<file path="src/rtl/scaler_cfg_ctrl.sv">
// Frame-synchronous crop/scale configuration controller: stages host writes, commits on vs rising edge,
// and computes Q4.14 scale factors with a shared serial restoring divider.
module scaler_cfg_ctrl #(
    parameter int RES_WIDTH       = 11,
    parameter int OUTPUT_X_RES    = 1279,
    parameter int OUTPUT_Y_RES    = 719,
    parameter int SCALE_INT_BITS  = 4,
    parameter int SCALE_FRAC_BITS = 14
) (
    input  logic                                      clk,
    input  logic                                      rst_n,
    input  logic                                      cfg_wr,
    input  logic [RES_WIDTH-1:0]                      cfg_start_x,
    input  logic [RES_WIDTH-1:0]                      cfg_start_y,
    input  logic [RES_WIDTH-1:0]                      cfg_end_x,
    input  logic [RES_WIDTH-1:0]                      cfg_end_y,
    input  logic                                      cfg_en,
    input  logic                                      vs,
    output logic                                      frame_start,
    output logic [RES_WIDTH-1:0]                      input_x_res,
    output logic [RES_WIDTH-1:0]                      input_y_res,
    output logic [SCALE_INT_BITS+SCALE_FRAC_BITS-1:0] x_scale,
    output logic [SCALE_INT_BITS+SCALE_FRAC_BITS-1:0] y_scale,
    output logic                                      scaler_en,
    output logic                                      cfg_busy,
    output logic                                      cfg_err
);
    localparam int SCALE_BITS = SCALE_INT_BITS + SCALE_FRAC_BITS;
    localparam int W          = RES_WIDTH + 1;
    localparam int REM_W      = RES_WIDTH + 2;
    localparam int CNT_W      = $clog2(SCALE_BITS) + 1;
    localparam logic [REM_W-1:0] DIV_X_D = REM_W'(OUTPUT_X_RES + 1);
    localparam logic [REM_W-1:0] DIV_Y_D = REM_W'(OUTPUT_Y_RES + 1);
    localparam int unsigned SAT_X = (OUTPUT_X_RES + 1) << SCALE_INT_BITS;
    localparam int unsigned SAT_Y = (OUTPUT_Y_RES + 1) << SCALE_INT_BITS;
    localparam logic [SCALE_BITS-1:0] SCALE_ONE = SCALE_BITS'(1) << SCALE_FRAC_BITS;

    typedef enum logic [2:0] {IDLE, LATCH, DIV_X, DIV_Y, COMMIT} state_t;
    state_t state, state_nxt;

    logic                  vs_d, vs_rise, pending;
    logic [RES_WIDTH-1:0]  stg_sx, stg_sy, stg_ex, stg_ey;
    logic                  stg_en, en_w;
    logic [W-1:0]          wx, wy, lat_wx, lat_wy;
    logic                  lat_bad;
    logic [REM_W-1:0]      rem, rem_nxt, trial, div_d;
    logic                  ge, div_last;
    logic [SCALE_BITS-1:0] dvd, quo, quo_nxt, xq, yq;
    logic [CNT_W-1:0]      cnt;

    assign vs_rise  = vs & ~vs_d;
    assign cfg_busy = (state != IDLE);
    assign lat_wx   = {1'b0, stg_ex} - {1'b0, stg_sx};
    assign lat_wy   = {1'b0, stg_ey} - {1'b0, stg_sy};
    assign lat_bad  = (stg_ex <= stg_sx) || (stg_ey <= stg_sy);

    // One restoring step: shift in the next dividend bit, subtract the divisor when it fits.
    assign div_d    = (state == DIV_Y) ? DIV_Y_D : DIV_X_D;
    assign trial    = {rem[REM_W-2:0], dvd[SCALE_BITS-1]};
    assign ge       = (trial >= div_d);
    assign rem_nxt  = ge ? (trial - div_d) : trial;
    assign quo_nxt  = {quo[SCALE_BITS-2:0], ge};
    assign div_last = (cnt == CNT_W'(SCALE_BITS - 1));

    always_comb begin
        state_nxt = state;
        case (state)
            IDLE:    if (vs_rise && (pending || cfg_wr)) state_nxt = LATCH;
            LATCH:   state_nxt = lat_bad ? IDLE : DIV_X;
            DIV_X:   if (div_last) state_nxt = DIV_Y;
            DIV_Y:   if (div_last) state_nxt = COMMIT;
            COMMIT:  state_nxt = IDLE;
            default: state_nxt = IDLE;
        endcase
    end

    always_ff @(posedge clk or negedge rst_n) begin
        if (!rst_n) state <= IDLE;
        else        state <= state_nxt;
    end

    always_ff @(posedge clk or negedge rst_n) begin
        if (!rst_n) begin
            vs_d        <= 1'b0;
            frame_start <= 1'b0;
            pending     <= 1'b0;
            stg_sx      <= '0;
            stg_sy      <= '0;
            stg_ex      <= '0;
            stg_ey      <= '0;
            stg_en      <= 1'b0;
            wx          <= '0;
            wy          <= '0;
            en_w        <= 1'b0;
            rem         <= '0;
            dvd         <= '0;
            quo         <= '0;
            xq          <= '0;
            yq          <= '0;
            cnt         <= '0;
            input_x_res <= RES_WIDTH'(OUTPUT_X_RES);
            input_y_res <= RES_WIDTH'(OUTPUT_Y_RES);
            x_scale     <= SCALE_ONE;
            y_scale     <= SCALE_ONE;
            scaler_en   <= 1'b0;
            cfg_err     <= 1'b0;
        end else begin
            vs_d        <= vs;
            frame_start <= vs_rise;
            if (cfg_wr) begin
                stg_sx  <= cfg_start_x;
                stg_sy  <= cfg_start_y;
                stg_ex  <= cfg_end_x;
                stg_ey  <= cfg_end_y;
                stg_en  <= cfg_en;
                pending <= 1'b1;
            end else if (state == LATCH) begin
                pending <= 1'b0;
            end
            case (state)
                LATCH: begin
                    wx   <= lat_wx;
                    wy   <= lat_wy;
                    en_w <= stg_en;
                    rem  <= REM_W'(lat_wx >> SCALE_INT_BITS);
                    dvd  <= {lat_wx[SCALE_INT_BITS-1:0], {SCALE_FRAC_BITS{1'b0}}};
                    quo  <= '0;
                    cnt  <= '0;
                    if (lat_bad) cfg_err <= 1'b1;
                end
                DIV_X, DIV_Y: begin
                    rem <= rem_nxt;
                    dvd <= dvd << 1;
                    quo <= quo_nxt;
                    cnt <= cnt + 1'b1;
                    if (div_last) begin
                        // X result done: reload the shared divider with the Y dividend.
                        if (state == DIV_X) xq <= quo_nxt;
                        else                yq <= quo_nxt;
                        rem <= REM_W'(wy >> SCALE_INT_BITS);
                        dvd <= {wy[SCALE_INT_BITS-1:0], {SCALE_FRAC_BITS{1'b0}}};
                        quo <= '0;
                        cnt <= '0;
                    end
                end
                COMMIT: begin
                    input_x_res <= RES_WIDTH'(wx - 1'b1);
                    input_y_res <= RES_WIDTH'(wy - 1'b1);
                    x_scale     <= (32'(wx) >= SAT_X) ? '1 : xq;
                    y_scale     <= (32'(wy) >= SAT_Y) ? '1 : yq;
                    scaler_en   <= en_w;
                    cfg_err     <= 1'b0;
                end
                default: ;
            endcase
        end
    end
endmodule

</file>
<file path="config.mk">
export PLATFORM = sky130hd
export DESIGN_NAME = scaler_cfg_ctrl
export DESIGN_NICKNAME = d
export VERILOG_FILES = /design/src/rtl/scaler_cfg_ctrl.sv
export SDC_FILE = /design/constraint.sdc
export NUM_CORES = 1
export LEC_CHECK = 0
export BUFFER_PORTS_ARGS = -buffer_cell sky130_fd_sc_hd__buf_2
export CAP_MARGIN = 20
export CORE_ASPECT_RATIO = 0.8
export CORE_MARGIN = 1.5
export CORE_UTILIZATION = 63
export CTS_CLUSTER_DIAMETER = 200
export DETAILED_ROUTE_END_ITERATION = 12
export PLACE_DENSITY = 0.82
export SYNTH_ARGS = -nofsm -noshare
export SYNTH_HDL_FRONTEND = slang
export SYNTH_SLANG_ARGS = --single-unit
</file>
<file path="constraint.sdc">
create_clock -name clk -period 6.66 [get_ports clk]
set_input_delay 0.666 -clock clk [delete_from_list [all_inputs] [get_ports clk]]
set_output_delay 0.666 -clock clk [all_outputs]
set_load 0.05 [all_outputs]
</file>
# [Word level (Yosys, flattened, before mapping)]
# Cells that the tools add are included.
[op_classes] muxes=19 reduce_logical=13 bitwise_logic=3 eq_ne=9 order_cmp=3 add_sub_neg=6
[ops] op="18-bit one-hot mux with 2 select lines" count=1
[ops] op="17-bit one-hot mux with 2 select lines" count=1
[ops] op="12-bit two-way mux" count=2
[ops] op="12-bit one-hot mux with 2 select lines" count=1
[ops] op="11-bit by 11-bit subtractor with 12-bit output" count=2
[ops] op="11-bit less-or-equal comparator" count=2
[ops] op="11-bit by 1-bit subtractor with 11-bit output, second input constant" count=2
[ops] op="18-bit two-way mux" count=1
[ops] op="17-bit two-way mux" count=1
[ops] op="13-bit by 11-bit >= comparator with 1-bit output" count=1
[ops] op="3-bit one-hot mux with 4 select lines" count=1
[ops] op="6-bit one-hot mux with 2 select lines" count=1
[ops] op="12-bit by 11-bit subtractor with 12-bit output" count=1
[ops] op="11-bit two-way mux" count=1
[ops] op="3-bit two-way mux" count=3
[ops] op="3-bit AND reduction" count=3
[ops] op="2-bit inequality test, second input constant" count=4
[ops] op="6-bit by 1-bit adder with 6-bit output, second input constant" count=1
[ops] op="3-bit by 2-bit equality test with 1-bit output, second input constant" count=2
[ops] op="6-bit by 5-bit equality test with 1-bit output, second input constant" count=1
[ops] op="6-bit two-way mux" count=1
[ops] op="2-bit nonzero test" count=3
[ops] op="3-bit by 1-bit equality test with 1-bit output, second input constant" count=1
[ops] op="3-bit equality test, second input constant" count=1
[ops] op="other kinds (11)" count=15
[totals] in_bits=49 word_cells=77 register_bits=224

# [Depth between registers and ports, before layout]
# Gate-level depths: netlist (run 1).
[logic_depth] ltp_word=6 ltp_mapped=14 ltp_nobuf=12

# [Worst setup path after synthesis (run 1)]
# OpenSTA, ideal clock, no wires.
[synth_path] path_type="register to register" start="reg state[1]" end="reg rem[6]" stages_incl_launch_ff=13 synth_period_minus_slack_ps=3025 n_path_buf=2 arrival_time_ps=2898 t_required_ps=6532 setup_ps=128 slack_ps=3635 path_cell_list="dfrtp_1 -> buf_2 -> nor2b_1 -> clkbuf_1 -> nand2_1 -> inv_1 -> ha_1 -> a2111oi_0 -> o21ai_2 -> a31oi_4 -> mux2_4 -> a222oi_1 -> nand2_1"
[synth_between] elab_chain_len=6 word_cells_on_any_way=11 cone_classes="add/sub: 1; order compare: 1; eq/ne: 3; mux: 4; reduce/logical: 2"
[synth_rtl] element="from (decl)" line_no="39" source="state_t state, state_nxt;"
[synth_rtl] element="from (signal assigned)" line_no="79" source="else state <= state_nxt;"
[synth_rtl] element="3-bit by 2-bit equality test with 1-bit output" line_no="58, 120"
[synth_rtl] element="11-bit two-way mux" line_no="58" source="assign div_d = (state == DIV_Y) ? DIV_Y_D : DIV_X_D;"
[synth_rtl] element="12-bit by 11-bit subtractor with 12-bit output / 13-bit by 11-bit >= comparator with 1-bit output (equally long branches)" line_no="61, 60"
[synth_rtl] element="12-bit two-way mux" line_no="61" source="assign rem_nxt = ge ? (trial - div_d) : trial;"
[synth_rtl] element="12-bit two-way mux" line_no="136" source="if (div_last) begin"
[synth_rtl] element="12-bit one-hot mux with 2 select lines" line_no="120" source="case (state)"
[synth_rtl] element="to (signal assigned)" line_no="125" source="rem <= REM_W'(lat_wx >> SCALE_INT_BITS);"
[synth_rtl] element="to (signal assigned)" line_no="132" source="rem <= rem_nxt;"
[synth_rtl] element="to (signal assigned)" line_no="140" source="rem <= REM_W'(wy >> SCALE_INT_BITS);"
[synth_rtl] element="to (decl)" line_no="46" source="logic [REM_W-1:0] rem, rem_nxt, trial, div_d;"
# Several ways; a longest one is shown, not always the timed one.
# A chain may end at the register's enable or synchronous reset.

# [Worst setup path in the final report (run 1)]
# Same ends and word-level chain as after synthesis.

==> summary.md, run 1 <==
| Metric | Value |
|---|---|
| CP peak stage delay | 0.52 ns |
| Global-route wire length before repair | 34.2 mm |
| Crit Path Max Fanout | 15 |
| Number of port buffers | 110 |
| Top flip-flop cell by instance count after synthesis | sky130_fd_sc_hd__dfrtp_1 |
| Worst slew pin tran | 0.957 ns |
| Total nets after synthesis | 1018 |
| Total CTS buffers | 21 |
| Sequential-to-total area share from yosys stat | 54.8% |
| Top library cells by usage in the layout, fill and taps aside | 228 x sky130_fd_sc_hd__nand2_1, 192 x sky130_fd_sc_hd__dfrtp_1, 109 x sky130_fd_sc_hd__buf_2 |
| Seq cells post-synth | 210 |
| Overall Global Routing Usage | 26.6% |
| Vias in the first global route | 6927 |
| Num rows | 40 |
| Number of enable flip-flop cells after synthesis | 0 |
| Hold WS | 0.310 ns |
| Critical path type | flop to flop |
| Library cells used by synthesis | 58 |
| Clock root buffer master | sky130_fd_sc_hd__clkbuf_16 |
| Overall power after layout | 4.15 mW |
| Horiz. Die Dim | 141 um |
| Worst EP required | 7.02 ns |
| Cell seen most often among critical-path stages | sky130_fd_sc_hd__nand2_1 |
| Unrepaired setup endpoints after global routing | no |
| Routed wire length | 20.7 mm |
| Die H | 114 um |
| Estimated wirelength of the detail-placed design | 14.2 mm |
| Via count | 7182 |
| Layout Area Growth over Synthesis | 14.6% |
| Power density of the placed cells | 377 nW/um2 |
| Fraction of final layout cells sized beyond drive strength 1 | 22.6% |
| Number of DRC markers after the initial detailed-route iteration | 423 |
| Routed len/inst | 16.7 um |
| CTS tree | done |
| Post-route minimum period | 3.64 ns |
| Period utilisation layout | 54.6% |
| Maximum number of pins on one net before global-route repair | 126 |
| Dpl cells | 1197 |
| Class of the tightest hold or removal check | primary input to flop |
| Post-synthesis cell count | 934 |
| Run status | complete, no violations |
| Effective utilization at floorplan | 64.3% |
| Final weighted congestion in routability-driven placement | 0.882 |
| Final Worst Setup Slack | 3.02 ns |
| Total of hold buffers inserted after clock tree synthesis | 0 |
| Number of clock sinks | 210 |
| Number of detailed-route iterations in the first pass | 5 |
| Worst Setup End Kind | flop |
| Clock power share | 28.5% |
| Mapped cell area | 9620 um2 |
| Total core area | 15000 um2 |
| Cell Chain, Critical Path | nor2b_1 -> nand2_1 -> inv_1 -> ha_1 -> a2111oi_0 -> o21ai_2 -> a31oi_4 -> mux2_4 -> a222oi_1 -> nand2_1 |
| Slowest stage cell on the critical path | sky130_fd_sc_hd__a2111oi_0 |
| Final Setup Violations | 0 |
| Static leakage | 5.52 nW |
| Number of instances resized during post-cts repair | 0 |
| CP Data Arrival Time | 4.00 ns |
| Part of the total power dissipated in sequential elements | 42.9% |
| Setup clock skew after layout | 0.0106 ns |
| Warning count from the yosys run | 0 |
| Final ANT Viol Nets | 0 |
| Area enclosed by the die boundary | 16000 um2 |
| Nature of the critical path startpoint | flop |
| Share of synthesized flip-flops with an asynchronous set or reset | 100% |
| Post-placement setup slack | 3.05 ns |
| Power Internal | 2.75 mW |
| Combinational Power Share | 28.5% |
| Final-stage net count | 1116 |
| Leading cell type in the layout, fill and taps excluded | sky130_fd_sc_hd__nand2_1 |
| Number of antenna violations at the first check in global routing | 0 |
| Maximum level of the CTS H-tree | 1 |
| Clock latency of the later-clocked register in the worst-skew pair | 0.48 ns |
| Switching part of the total | 33.7% |
| Slew Limit Fails | 0 |
| IR Drop Worst-Case VDD | 0.234 mV |
| Diodes inserted | 0 |
| Total global routing overflow | 0 |
| Net switching power | 1.40 mW |
| Ports | 111 |
| Max Clock Freq | 275 MHz |
| DRC violations left | 0 |
| Clock slew seen by the registers of the worst setup and hold paths | 0.06 ns |
| Post-route insts no fill | 1235 |
| # Post-CTS Setup Buffers | 0 |
| Final hold vios | 0 |
| Max-capacitance violation count | 0 |
| Avg Cell Area, Syn | 10.3 um2 |
| Deepest clock path buffer count | 3 |
| Setup tns final | 0 ns |
| Via density | 5.82 |
| Max-slew headroom at the worst pin | 36.2% |
## registers in the layout, summed over array words and instances, names as in the netlist, 3 cells and up
name / cells
cnt: 6
dvd: 4
input_x_res: 11
input_y_res: 11
quo: 17
rem: 12
state: 3
stg_ex: 11
stg_ey: 11
stg_sx: 11
stg_sy: 11
wx: 11
wy: 12
x_scale: 18
xq: 18
y_scale: 18
yq: 18
## layer usage
layer / share of wire (%) / global-route usage (%) / routed length (um) / vias up
met4: 1.5 / 5.63 / 308 / 0
met2: 45 / 42.1 / 9330 / 226
li1: - / - / - / 3392
met3: 6.8 / 4.79 / 1410 / 25
met5: 0 / 0 / 0 / -
met1: 47 / 39.1 / 9610 / 3539
## cell families after synthesis
family,Yosys count,share of synthesized area (%)
simple gates,329,14.7
flops,210,54.8
fa+ha+maj,35,4.71
compound gates,185,12.2
buf+inv,80,3.32
mux,62,7.23
xor+xnor,33,3.00
## per-stage QoR
step | util, % | instance area (um2)
after floorplan | - | 9620
after global placement | 68.8 | 10300
after detailed placement | 68.8 | 10300
after CTS | 73.5 | 11000
after global routing | 73.7 | 11000
final | 73.7 | 11000
## power groups by stage
stage | clock, mW | sequential [mW] | combinational (mW)
floorplan | 0 | 1.69 | 0.939
global placement | 0 | 1.78 | 1.13
detailed placement | 0 | 1.79 | 1.17
CTS | 1.20 | 1.77 | 1.18
global route | 1.25 | 1.81 | 1.33
finish | 1.19 | 1.78 | 1.18
## final timing paths
check	start	to	slack, ns	cells after the start
setup / recovery	state[1]	rem[6]	3.02	10
hold / removal	vs	vs_d	0.31	1
setup reg to reg	state[1]	rem[6]	3.02	10
hold reg to reg	vs_d	frame_start	0.42	1
max in group asynchronous	rst_n	input_y_res[3]	5.04	3
min in group asynchronous	rst_n	stg_sy[4]	0.33	1
## cell usage after synthesis (7+ instances only)
library cell,count,area (um2)
sky130_fd_sc_hd__xnor2_1,17,149
sky130_fd_sc_hd__nand2b_1,11,68.8
sky130_fd_sc_hd__o21ai_0,88,440
sky130_fd_sc_hd__xor2_1,16,140
sky130_fd_sc_hd__nor2_1,35,131
sky130_fd_sc_hd__nand2_1,229,860
sky130_fd_sc_hd__dfrtp_1,192,4800
sky130_fd_sc_hd__nor2b_1,8,50.1
sky130_fd_sc_hd__ha_1,33,413
sky130_fd_sc_hd__a21oi_1,26,130
sky130_fd_sc_hd__a21o_1,7,52.6
sky130_fd_sc_hd__nor4_1,7,43.8
sky130_fd_sc_hd__nor3_1,11,55.1
sky130_fd_sc_hd__a31oi_1,8,50.1
sky130_fd_sc_hd__a22o_1,16,140
sky130_fd_sc_hd__mux2_2,56,631
sky130_fd_sc_hd__inv_1,36,135
sky130_fd_sc_hd__dfstp_2,18,473
sky130_fd_sc_hd__clkbuf_1,36,135
## worst max-delay path, delay by kind of cell (launching register included)
family          cells  cell delay, ns
flops               1            0.50
simple gates        3            0.80
mux                 1            0.34
fa+ha+maj           1            0.32
buf+inv             1            0.16
compound gates      4            1.40
## layout make-up
cell class              instances  area [um2]
clock inverters                 7        91.3
multi-input cells             644        4030
inverters                      36         135
well taps                     189         236
clock buffers                  30         609
fillers                      1052        3940
repair buffers                119         647
flip-flops and latches        210        5280
No activity file was read; power rests on OpenSTA's default activity.
==> inputs of run 2 (changes only) <==
--- a/config.mk
+++ b/config.mk
@@ -9,10 +9,10 @@
 export CAP_MARGIN = 20
 export CORE_ASPECT_RATIO = 0.8
 export CORE_MARGIN = 1.5
-export CORE_UTILIZATION = 63
+export CORE_UTILIZATION = 53
 export CTS_CLUSTER_DIAMETER = 200
 export DETAILED_ROUTE_END_ITERATION = 12
-export PLACE_DENSITY = 0.82
+export PLACE_DENSITY = 0.73
 export SYNTH_ARGS = -nofsm -noshare
 export SYNTH_HDL_FRONTEND = slang
 export SYNTH_SLANG_ARGS = --single-unit
==> constraint.sdc (replaced) <==
create_clock -name clk -period 3.1 [get_ports clk]
set_input_delay 0.31 -clock clk [delete_from_list [all_inputs] [get_ports clk]]
set_output_delay 0.31 -clock clk [all_outputs]
set_load 0.05 [all_outputs]
==> run 2 against run 1 <==
Effect of this change:
- clock skew increased by 0.0032 ns
- register-to-register slack got worse by 2.8 ns
- clock power increased by 120%
- highest routed layer unchanged
- cell count increased by 3.7%
- maximum frequency increased by 28%
- sequential power increased by 110%
- global-route usage decreased by 3.8 points
- worst setup slack got worse by 2.8 ns
- first-iteration DRC count increased by 34%
- via count decreased by 2.4%
==> summary.md, run 2 (synthesis results as in run 1) <==
| Metric | Value |
|---|---|
| Vias in the first global route | 6711 |
| Number of clock sinks | 210 |
| Post-route minimum period | 2.85 ns |
| Layout Area Growth over Synthesis | 16.2% |
| Final ANT Viol Nets | 0 |
| Worst Setup End Kind | flop |
| Maximum number of pins on one net before global-route repair | 90 |
| Deepest clock path buffer count | 3 |
| Num rows | 43 |
| Fraction of final layout cells sized beyond drive strength 1 | 23.4% |
| Number of antenna violations at the first check in global routing | 0 |
| Max-slew headroom at the worst pin | 51.0% |
| Estimated wirelength of the detail-placed design | 14.6 mm |
| Final weighted congestion in routability-driven placement | 0.899 |
| Final-stage net count | 1126 |
| Number of port buffers | 110 |
| Number of detailed-route iterations in the first pass | 5 |
| IR Drop Worst-Case VDD | 0.506 mV |
| Worst slew pin tran | 0.732 ns |
| Clock slew seen by the registers of the worst setup and hold paths | 0.07 ns |
| Cell Chain, Critical Path | nor2b_1 -> nand2_1 -> inv_1 -> ha_1 -> a2111oi_1 -> o21ai_2 -> a31oi_4 -> mux2_4 -> a222oi_1 -> nand2_1 |
| Highest layer used for signal routing | met4 |
| Via density | 5.47 |
| Slew Limit Fails | 0 |
| Routed wire length | 20.7 mm |
| Period utilisation layout | 91.9% |
| Overall Global Routing Usage | 22.8% |
| Setup tns final | 0 ns |
| Via count | 7011 |
| Total core area | 17500 um2 |
| CP peak stage delay | 0.51 ns |
| Final hold vios | 0 |
| Leading cell type in the layout, fill and taps excluded | sky130_fd_sc_hd__nand2_1 |
| Effective utilization at floorplan | 54.9% |
| Maximum level of the CTS H-tree | 1 |
| Static leakage | 5.58 nW |
| Routed len/inst | 16.1 um |
| Max-capacitance violation count | 0 |
| Critical path type | flop to flop |
| CP Data Arrival Time | 3.23 ns |
| DRC violations left | 0 |
| Area enclosed by the die boundary | 19000 um2 |
| Cell seen most often among critical-path stages | sky130_fd_sc_hd__nand2_1 |
| Power density of the placed cells | 811 nW/um2 |
| Routed metal-1 wire length | 10.2 mm |
| Top library cells by usage in the layout, fill and taps aside | 228 x sky130_fd_sc_hd__nand2_1, 192 x sky130_fd_sc_hd__dfrtp_1, 109 x sky130_fd_sc_hd__buf_2 |
| Total CTS buffers | 21 |
| Metal3 WL | 1.51 mm |
| Setup clock skew after layout | 0.0138 ns |
| Worst EP required | 3.48 ns |
| Run status | complete, no violations |
| CTS tree | done |
| Total global routing overflow | 0 |
| Overall power after layout | 9.07 mW |
| Die H | 124 um |
| Horiz. Die Dim | 154 um |
| Number of DRC markers after the initial detailed-route iteration | 568 |
| Global-route wire length before repair | 34.7 mm |
| # Post-CTS Setup Buffers | 0 |
| Class of the tightest hold or removal check | primary input to flop |
| Max Clock Freq | 351 MHz |
| Slowest stage cell on the critical path | sky130_fd_sc_hd__a2111oi_1 |
| Utilization after layout | 63.7% |
| Nature of the critical path startpoint | flop |
| Final Setup Violations | 0 |
| Crit Path Max Fanout | 5 |
| Diodes inserted | 0 |
| Ports | 111 |
| Met2 wire length | 8.61 mm |
| Clock latency of the later-clocked register in the worst-skew pair | 0.50 ns |
| Unrepaired setup endpoints after global routing | no |
| Clock root buffer master | sky130_fd_sc_hd__clkbuf_16 |
-- run 2: changes by cell type in the layout (fill, tap and decap cells not counted), moves of 2 or more --
cell                            previous run  this run
sky130_fd_sc_hd__buf_12                    0         2
sky130_fd_sc_hd__clkbuf_1                  4         2
sky130_fd_sc_hd__dlygate4sd3_1             0         2
sky130_fd_sc_hd__buf_4                     8        15
-- run 2: final timing paths --
| path | start | endpoint | slack, ns | cells after the start |
|---|---|---|---|---|
| max | state[1] | rem[6] | 0.25 | 10 |
| min | cfg_start_x[3] | stg_sx[3] | 0.02 | 3 |
| max reg2reg | state[1] | rem[6] | 0.25 | 10 |
| min reg2reg | vs_d | frame_start | 0.45 | 1 |
| max in group asynchronous | rst_n | input_x_res[10] | 1.94 | 3 |
| min in group asynchronous | rst_n | stg_sy[10] | 0.33 | 2 |
-- run 2: where the power goes --
| part | total, mW | internal, mW | switching (mW) | leakage (nW) |
|---|---|---|---|---|
| sequential | 3.82 | 3.26 | 0.565 | 2.66 |
| clock | 2.64 | 1.59 | 1.04 | 0.353 |
| combinational | 2.61 | 1.15 | 1.45 | 2.56 |
| total | 9.07 | 6.01 | 3.06 | 5.58 |
-- run 2: per-layer routing --
metal / track usage (%) / vias up
met5: 0 / -
li1: - / 3405
met4: 5.10 / 0
met1: 35.1 / 3376
met3: 4.66 / 30
met2: 33.0 / 200
-- run 2: timing repair --
item	4_1_cts	5_1_grt
resized for setup	0	1
setup endpoints to repair	0	1
hold buffers	2	0
hold endpoints to repair	45	0
-- run 2: through the flow --
step,area (um2),setup WS (ns),hold WS [ns],instances
after floorplan,9620,0.0746,0.0144,934
after global routing,11200,0.0116,0.0300,1281
after global placement,10400,0.315,0.292,1242
after CTS,11200,0.206,0.0133,1281
final,11200,0.252,0.0208,1281
after detailed placement,10400,0.220,0.293,1242
-- run 2: layout make-up --
cell class	instances	area, um2
inverters	36	135
clock buffers	27	588
multi-input cells	644	4030
repair buffers	129	732
flip-flops and latches	210	5280
fillers	1433	6360
clock inverters	10	134
well taps	225	282
-- run 2: worst max-delay path, delay by kind of cell, from the launching register on --
| family | cells | cell delay [ns] |
|---|---|---|
| muxes | 1 | 0.31 |
| adders and majority gates | 1 | 0.39 |
| DFF | 1 | 0.37 |
| and+or+nand+nor | 3 | 0.41 |
| AOI/OAI and AO/OA | 4 | 1.14 |
| buffers and inverters | 1 | 0.12 |
==> inputs of run 3 (changes only) <==
==> config.mk (replaced) <==
export PLATFORM = sky130hd
export DESIGN_NAME = scaler_cfg_ctrl
export DESIGN_NICKNAME = d
export VERILOG_FILES = /design/src/rtl/scaler_cfg_ctrl.sv
export SDC_FILE = /design/constraint.sdc
export NUM_CORES = 1
export LEC_CHECK = 0
export CAP_MARGIN = 20
export CORE_ASPECT_RATIO = 0.8
export CORE_MARGIN = 1.5
export CORE_UTILIZATION = 67
export CTS_CLUSTER_DIAMETER = 200
export DETAILED_ROUTE_END_ITERATION = 12
export DONT_BUFFER_PORTS = 1
export PLACE_DENSITY = 0.8
export SYNTH_ARGS = -nofsm -noshare
export SYNTH_HDL_FRONTEND = slang
export SYNTH_SLANG_ARGS = --single-unit
==> constraint.sdc (replaced) <==
create_clock -name clk -period 3.45 [get_ports clk]
set_input_delay 0.345 -clock clk [delete_from_list [all_inputs] [get_ports clk]]
set_output_delay 0.345 -clock clk [all_outputs]
set_load 0.05 [all_outputs]
==> run 3 against run 2 <==
Effect of this change:
- the run now ends with negative hold slack left
- worst hold slack worse by 0.48 ns
- combinational power is 12% lower
- non-clock buffer count is 88 lower
- cell count is 10% lower
- clock skew is 0.0058 ns higher
- worst setup slack worse by 0.029 ns
- global-route usage is 6.9 points higher
- clock-buffer cell count stayed put
- routed wire length is 7.7% higher
- sequential share of layout area is 1.5 points higher
- first-iteration DRC count is 5.3% higher
- largest cell class unchanged
==> summary.md, run 3 (synthesis results as in run 1) <==
| Metric | Value |
|---|---|
| Run status | complete, but fails checks |
| Violations in the final reports | negative hold slack |
| # Post-CTS Setup Buffers | 0 |
| Num rows | 38 |
| Clock slew seen by the registers of the worst setup and hold paths | 0.07 ns |
| Via count | 6997 |
| Most crowded layer after global routing | met2 |
| Delay-heaviest family, CP | compound AO/OA/AOI/OAI gates |
| Slowest stage cell on the critical path | sky130_fd_sc_hd__a2111oi_0 |
| Post-Place Cell Area | 9740 um2 |
| Final hold vios | 212 |
| Global Route met3 Usage | 5.99% |
| Setup tns final | 0 ns |
| Max-capacitance violation count | 0 |
| Setup slack of the most critical reg-to-reg path | 0.22 ns |
| Global routing usage on met2 | 46.9% |
| Via density | 6.09 |
| Unrepaired setup endpoints after global routing | no |
| Ports | 111 |
| Endpoint of the worst register-to-register path | rem[6] |
| Class of the tightest hold or removal check | primary input to asynchronous set/reset pin |
| Nature of the critical path startpoint | flop |
| Slew Limit Fails | 0 |
| Worst EP required | 3.83 ns |
| Number of clock sinks | 210 |
| Post-route cell area | 10800 um2 |
| Final-stage net count | 1038 |
| Cell seen most often among critical-path stages | sky130_fd_sc_hd__nand2_1 |
| Critical path type | flop to flop |
| Final Setup Violations | 0 |
| Max Clock Freq | 310 MHz |
| Worst Setup End Kind | flop |
| CP Data Arrival Time | 3.61 ns |
| Global-route wire length before repair | 34.7 mm |
| Fraction of final layout cells sized beyond drive strength 1 | 13.2% |
| Estimated wirelength of the detail-placed design | 14.5 mm |
| Total global routing overflow | 0 |
| Number of detailed-route iterations in the first pass | 5 |
| Maximum level of the CTS H-tree | 1 |
| CP Launch Point | state[1] |
| Met1 capacity usage during global routing | 42.1% |
| Hold WS | -0.458 ns |
| Deepest clock path buffer count | 3 |
| CTS tree | done |
| Total core area | 13800 um2 |
| Number of antenna violations at the first check in global routing | 2 |
| Clock root buffer master | sky130_fd_sc_hd__clkbuf_16 |
| Leading cell type in the layout, fill and taps excluded | sky130_fd_sc_hd__nand2_1 |
| Post-route minimum period | 3.23 ns |
| Total number of cells along the worst setup path | 10 |
| Total CTS buffers | 21 |
| Max-slew headroom at the worst pin | 56.6% |
| Setup clock skew after layout | 0.0196 ns |
| Period utilisation layout | 93.5% |
| Number of DRC markers after the initial detailed-route iteration | 598 |
| Reg2Reg Depth | 10 |
| WP buf/inv | 1 |
| Overall power after layout | 8.20 mW |
| Layout Area Growth over Synthesis | 12.5% |
| Cell Chain, Critical Path | nor2b_1 -> nand2_1 -> inv_1 -> ha_1 -> a2111oi_0 -> o21ai_2 -> a31oi_4 -> mux2_4 -> a222oi_1 -> nand2_1 |
| CP peak stage delay | 0.56 ns |
| Routed wire length | 22.3 mm |
| Number of port buffers | 0 |
| Maximum number of pins on one net before global-route repair | 211 |
| Number of inserted filler cells in the final layout | 845 |
| IR Drop Worst-Case VDD | 0.570 mV |
| Worst slew pin tran | 0.649 ns |
| Vias in the first global route | 6824 |
| Area enclosed by the die boundary | 15100 um2 |
| Final ANT Viol Nets | 0 |
| Horiz. Die Dim | 137 um |
| Die H | 110 um |
| Overall Global Routing Usage | 29.6% |
| DRC violations left | 0 |
| Power density of the placed cells | 758 nW/um2 |
| Static leakage | 5.14 nW |
| Routed len/inst | 19.4 um |
| Top library cells by usage in the layout, fill and taps aside | 228 x sky130_fd_sc_hd__nand2_1, 192 x sky130_fd_sc_hd__dfrtp_1, 88 x sky130_fd_sc_hd__o21ai_0 |
| Final weighted congestion in routability-driven placement | 0.897 |
| Clock latency of the later-clocked register in the worst-skew pair | 0.50 ns |
| Crit Path Max Fanout | 10 |
| Effective utilization at floorplan | 69.8% |
| Startpoint of the most critical register-to-register path | state[1] |
-- run 3: how the worst max path moves through the flow --
stage | end | slack [ns]
4_1_cts | rem[6] | 0.26
5_1_grt | rem[6] | 0.002
3_3_place_gp | rem[6] | 0.44
6_report | rem[6] | 0.22
2_1_floorplan | rem[6] | 0.42
3_5_place_dp | rem[6] | 0.30
-- run 3: per-stage QoR --
step           setup WS [ns]  util [%]  cells
3_5_place_dp           0.301      70.7   1078
6_report               0.223      78.5   1149
4_1_cts                0.262      78.2   1144
2_1_floorplan          0.425         -    934
5_1_grt              0.00237      78.5   1148
3_3_place_gp           0.440      70.5   1077
-- run 3: final cells by class --
type	count	area [um2]	share of cell area, %
clock inverter	10	168	1.55
inverter	36	135	1.25
antenna	1	2.50	0.0231
timing repair buffer	41	413	3.81
tap	180	225	2.08
multi-input combinational	644	4030	37.2
sequential	210	5280	48.7
clock buffer	27	578	5.34
-- run 3: routing by layer --
| layer | wire (um) | vias up |
|---|---|---|
| met2 | 10200 | 273 |
| li1 | - | 3218 |
| met3 | 1700 | 45 |
| met4 | 520 | 2 |
| met5 | 9 | - |
| met1 | 9810 | 3459 |
-- run 3: worst register-to-register path, delay by kind of cell, from the launching register on --
| kind | cells | cell delay (ns) |
|---|---|---|
| AO/OA/AOI/OAI | 4 | 1.21 |
| AND/OR/NAND/NOR | 3 | 0.56 |
| flip-flops | 1 | 0.53 |
| adder cells (fa/ha/maj) | 1 | 0.32 |
| multiplexers | 1 | 0.31 |
| buffers and inverters | 1 | 0.18 |
-- run 3: report_power, final --
group          internal, mW  leakage (nW)  total, mW  switching [mW]
Sequential             2.93          2.66       3.44           0.515
Clock                  1.50         0.361       2.47           0.969
Combinational          1.02          2.12       2.30            1.28
Total                  5.44          5.14       8.20            2.76
-- run 3: timing repair --
item                      4_1_cts  5_1_grt
resized for setup               0        0
hold buffers                   29        4
hold endpoints to repair      244      214
